[src/rtl/huff_pair_collector.sv]
// Buffers signed (x,y) Huffman pairs of one granule channel in a small FIFO and emits them
// with a contiguous pair index, zero-filling the remaining slots before pulsing done.
module huff_pair_collector #(
    parameter int unsigned GRANULE_PAIRS = 288,
    parameter int unsigned FIFO_DEPTH    = 4
) (
    input  logic        clk,
    input  logic        rst,
    input  logic        start,
    input  logic [8:0]  big_values,
    input  logic        pair_valid,
    input  logic [15:0] x_in,
    input  logic [15:0] y_in,
    output logic        in_ready,
    output logic        out_valid,
    input  logic        out_ready,
    output logic [8:0]  out_index,
    output logic [15:0] out_x,
    output logic [15:0] out_y,
    output logic        done,
    output logic        overflow,
    output logic        busy
);
    localparam int unsigned     PtrW     = $clog2(FIFO_DEPTH);
    localparam int unsigned     CntW     = PtrW + 1;
    localparam logic [8:0]      MaxPairs = 9'(GRANULE_PAIRS);
    localparam logic [8:0]      LastSlot = 9'(GRANULE_PAIRS - 1);
    localparam logic [CntW-1:0] FullCnt  = CntW'(FIFO_DEPTH);

    typedef enum logic [1:0] {StIdle, StCollect, StFill, StDone} state_e;

    state_e            state_q, state_d;
    logic [8:0]        target_q, target_d;
    logic [8:0]        accepted_q, accepted_d;
    logic [8:0]        slot_q, slot_d;
    logic              overflow_q, overflow_d;
    logic              done_q, done_d;
    logic [PtrW-1:0]   wptr_q, wptr_d;
    logic [PtrW-1:0]   rptr_q, rptr_d;
    logic [CntW-1:0]   count_q, count_d;
    logic [31:0]       mem_q [FIFO_DEPTH];
    logic [31:0]       mem_d [FIFO_DEPTH];
    logic              push, pop;

    always_ff @(posedge clk or posedge rst) begin
        if (rst) begin
            state_q    <= StIdle;
            target_q   <= '0;
            accepted_q <= '0;
            slot_q     <= '0;
            overflow_q <= 1'b0;
            done_q     <= 1'b0;
            wptr_q     <= '0;
            rptr_q     <= '0;
            count_q    <= '0;
            mem_q      <= '{default: '0};
        end else begin
            state_q    <= state_d;
            target_q   <= target_d;
            accepted_q <= accepted_d;
            slot_q     <= slot_d;
            overflow_q <= overflow_d;
            done_q     <= done_d;
            wptr_q     <= wptr_d;
            rptr_q     <= rptr_d;
            count_q    <= count_d;
            mem_q      <= mem_d;
        end
    end

    always_comb begin
        state_d    = state_q;
        target_d   = target_q;
        accepted_d = accepted_q;
        slot_d     = slot_q;
        overflow_d = overflow_q;
        wptr_d     = wptr_q;
        rptr_d     = rptr_q;
        count_d    = count_q;
        mem_d      = mem_q;
        in_ready   = 1'b0;
        out_valid  = 1'b0;
        out_x      = '0;
        out_y      = '0;
        push       = 1'b0;
        pop        = 1'b0;

        case (state_q)
            StIdle, StDone: begin
                if (start) begin
                    target_d   = (big_values > MaxPairs) ? MaxPairs : big_values;
                    accepted_d = '0;
                    slot_d     = '0;
                    overflow_d = 1'b0;
                    wptr_d     = '0;
                    rptr_d     = '0;
                    count_d    = '0;
                    state_d    = (target_d == '0) ? StFill : StCollect;
                end
            end
            StCollect: begin
                // Registered count only: a pop in the same cycle gives no push credit.
                in_ready  = (count_q < FullCnt) && (accepted_q < target_q);
                out_valid = (count_q != '0);
                if (out_valid) begin
                    {out_x, out_y} = mem_q[rptr_q];
                end
                push = pair_valid && in_ready;
                pop  = out_valid && out_ready;
                if (pair_valid && !in_ready) begin
                    overflow_d = 1'b1;
                end
                if (push) begin
                    mem_d[wptr_q] = {x_in, y_in};
                    wptr_d        = wptr_q + PtrW'(1);
                    accepted_d    = accepted_q + 9'd1;
                end
                if (pop) begin
                    rptr_d = rptr_q + PtrW'(1);
                    slot_d = slot_q + 9'd1;
                end
                count_d = count_q + CntW'(push) - CntW'(pop);
                if (pop && slot_q == LastSlot) begin
                    state_d = StDone;
                end else if (accepted_d == target_q && count_d == '0) begin
                    state_d = StFill;
                end
            end
            StFill: begin
                out_valid = 1'b1;
                if (out_ready) begin
                    slot_d = slot_q + 9'd1;
                    if (slot_q == LastSlot) begin
                        state_d = StDone;
                    end
                end
            end
            default: ;
        endcase
    end

    assign done_d    = (state_d == StDone) && (state_q != StDone);
    assign out_index = slot_q;
    assign done      = done_q;
    assign overflow  = overflow_q;
    assign busy      = (state_q == StCollect) || (state_q == StFill);

endmodule

[config.mk]
export PLATFORM = sky130hd
export DESIGN_NAME = huff_pair_collector
export DESIGN_NICKNAME = d
export VERILOG_FILES = /design/src/rtl/huff_pair_collector.sv
export SDC_FILE = /design/constraint.sdc
export NUM_CORES = 1
export LEC_CHECK = 0
export ABC_CLOCK_PERIOD_IN_PS = 7000
export CAP_MARGIN = 30
export CORE_MARGIN = 2
export CORE_UTILIZATION = 30
export CTS_CLUSTER_SIZE = 24
export DETAILED_ROUTE_END_ITERATION = 8
export SLEW_MARGIN = 15
export SYNTH_ARGS = -nofsm -noshare
export SYNTH_HDL_FRONTEND = slang
export SYNTH_SLANG_ARGS = --single-unit
[constraint.sdc]
create_clock -name clk -period 7 [get_ports clk]
set_clock_uncertainty 0.15 [all_clocks]
set_input_delay 2.1 -clock clk [delete_from_list [all_inputs] [get_ports clk]]
set_output_delay 2.1 -clock clk [all_outputs]
set_load 0.01 [all_outputs]
==> impl_metrics.json <==
{
  "crit_path_cell_trace": "clkdlybuf4s50_1 -> and2_4 -> inv_2 -> ha_1 -> inv_1 -> ha_1 -> inv_1 -> fa_1 -> xnor2_1 -> xor2_1 -> nand3b_1 -> a31oi_1 -> o211ai_1 -> nor4_2 -> o21ai_1 -> nor3b_2",
  "gp_congestion": 0.772,
  "clock_latency_ns": 0.43,
  "hold_ws_ns": 0.344,
  "relSlewSlack": 0.449,
  "max_stage_delay_ns": 0.57,
  "clock_path_buffers": 2,
  "fmax_mhz": 189,
  "setup_violations": 0,
  "pre_cts_slack_ns": 1.30,
  "ys_seq_area_frac": 0.495,
  "die_h_um": 171,
  "drc_errors": 0,
  "path_class": "input pin to flop",
  "nNetsFinal": 825,
  "synth.avg_cell_area_um2": 12.5,
  "post_drt_wl_per_cell_um": 16.3,
  "worstSetupStartpointType": "input pin",
  "drt_pass1_iterations": 5,
  "power.leakage_nw": 4.47,
  "ant_nets": 0,
  "required_ns": 7.17,
  "totalWireLength_um": 18700,
  "clkTransAtPathRegs_ns": 0.08,
  "min_period_over_period": 0.757,
  "synth_area_um2": 8390,
  "maxCapViolCount": 0,
  "io-pin-count": 92,
  "cts_sinks": 166,
  "fin_ws_ns": 1.70,
  "syn2layout_area_growth_pct": 24.2,
  "cts_max_level": 4,
  "syn-num-nets": 735,
  "netlist_instances": 669,
  "maxSlewViolCount": 0,
  "routed_via_density": 4.89,
  "hold_viol_final": 0,
  "seq_area_um2": 4160,
  "portBuffers": 91,
  "grt_max_degree": 103,
  "setup_tns_ns": 0,
  "grt_usage": 0.133,
  "grt_pass1_wl_um": 30200,
  "cts_hold_buf": 0,
  "row_count": 61,
  "rsz0062_at_grt": "no",
  "timing.final.crit_period_ns": 5.30,
  "n_antenna_cell": 0,
  "multi_input_area_um2": 4010,
  "outcome": "complete, no violations",
  "worstPathArrival_ns": 5.47,
  "cp-end-kind": "flop",
  "cpMaxStageDelayCell": "clkdlybuf4s50_1",
  "synth-edff-count": 0,
  "vias": 5627,
  "crit_buf_inv": 4,
  "drive_above_1_share": 0.278,
  "synth-seq-cells": 166,
  "ys_warn_count": 0,
  "drtIter0Drc": 298,
  "power_mw": 4.07,
  "cts-buffers-inserted": 17,
  "antenna_found_initial": 0,
  "final_common_cell": "dfrtp_1",
  "cp_max_fo": 13,
  "tightest_slew_ns": 0.820,
  "core_area_um2": 27600,
  "peakVddDrop_v": 0.000161,
  "synth-main-ff-cell": "dfrtp_1",
  "critical_path.top_delay_family": "simple AND/OR/NAND/NOR gates",
  "start_util": 0.304,
  "chipWidth_um": 171,
  "ys_types": 47,
  "mostFrequentLayoutCells": "165 x dfrtp_1, 123 x mux2_2, 91 x clkdlybuf4s50_1",
  "cts_setup_buffers": 0,
  "cts_root_buf": "clkbuf_16",
  "post_cts_resized": 0,
  "die_area_um2": 29300,
  "gr-total-overflow": 0,
  "fill_cells": 2668,
  "hold_class": "flop to flop",
  "post-route-util": 0.377,
  "cts_tree": "yes",
  "hpwl_um": 12400,
  "grt_pass1_vias": 5695,
  "powerDensity_nw_per_um2": 391,
  "synth_async_sr_flop_share": 1.00
}
## layer usage
| metal | up-vias | global-route usage | wire length, µm |
|---|---|---|---|
| li1 | 2624 | - | - |
| met2 | 100 | 0.224 | 9160 |
| met1 | 2888 | 0.174 | 8690 |
| met3 | 15 | 0.0301 | 706 |
| met4 | 0 | 0.0313 | 151 |
| met5 | - | 0 | 0 |
## sequential cells by signal, summed over array words and instances (netlist names)
name        count
target_q        9
overflow        1
out_index       9
mem_q         128
accepted_q      9
wptr_q          2
count_q         3
rptr_q          2
state_q         2
done            1
## worst register-to-register path, stage by stage, from the launching register on
cell,delay (ns)
dfrtp_1,0.48
ha_1,0.35
a211oi_2,0.19
o21ai_1,0.15
a211oi_4,0.33
and2_4,0.31
inv_2,0.13
ha_1,0.29
inv_1,0.05
ha_1,0.12
inv_1,0.04
fa_1,0.37
xnor2_1,0.27
xor2_1,0.18
nand3b_1,0.09
a31oi_1,0.15
o211ai_1,0.15
nor4_2,0.34
o21ai_1,0.15
nor3b_2,0.17
## cells in the mapped netlist (7+ instances only)
cell      instances  area share
dfrtp_1         166        0.50
mux2_2          123        0.17
nand2_1          37       0.017
o21ai_0          36       0.021
nor2b_1          33       0.025
mux4_2           32       0.086
nor2_1           26       0.012
inv_1            22      0.0098
ha_1             19       0.028
a22o_1           17       0.018
clkbuf_1         17      0.0076
nand3_1          17       0.010
a21oi_1          14      0.0084
buf_2            13      0.0078
nor3_1           11      0.0066
mux2_1           10       0.013
nand4_1           7      0.0052
## logic make-up (layout without fill, tap and decap cells)
family | count (synthesis) | in the layout | share of synthesized area
buf+inv | 58 | 161 | 0.0288
mux | 167 | 167 | 0.267
fa+ha+maj | 20 | 20 | 0.0307
flops | 166 | 166 | 0.495
simple gates | 154 | 154 | 0.0953
xor+xnor | 10 | 10 | 0.0104
compound gates | 94 | 94 | 0.0724
## report_power, final
part | switching (mW) | internal, mW
combinational | 0.705 | 0.867
clock | 0.450 | 0.490
sequential | 0.233 | 1.33
total | 1.39 | 2.69
## layout make-up
| cell class | instances | area share |
|---|---|---|
| flip-flops and latches | 166 | 0.399 |
| multi-input cells | 445 | 0.385 |
| repair buffers | 106 | 0.105 |
| clock inverters | 14 | 0.0153 |
| inverters | 23 | 0.00877 |
| well taps | 378 | 0.0454 |
| clock buffers | 18 | 0.0422 |
## worst paths after layout
path	cells past startpoint	start	slack [ns]	end
worst max-delay path	16	pair_valid	1.70	done
worst min-delay path	1	mem_q[71]	0.34	mem_q[71]
worst max register to register	19	accepted_q[6]	2.43	done
worst min register to register	1	mem_q[71]	0.34	mem_q[71]
max in group asynchronous	4	rst	3.63	mem_q[95]
min in group asynchronous	2	rst	1.86	mem_q[108]
## per-stage QoR
stage / std cells / instance area [µm²]
2_1_floorplan: 669 / 8390
3_3_place_gp: 1114 / 9720
3_5_place_dp: 1117 / 9790
4_1_cts: 1149 / 10400
5_1_grt: 1150 / 10400
6_report: 1150 / 10400
Note: power is estimated with default switching activity, not from simulation.
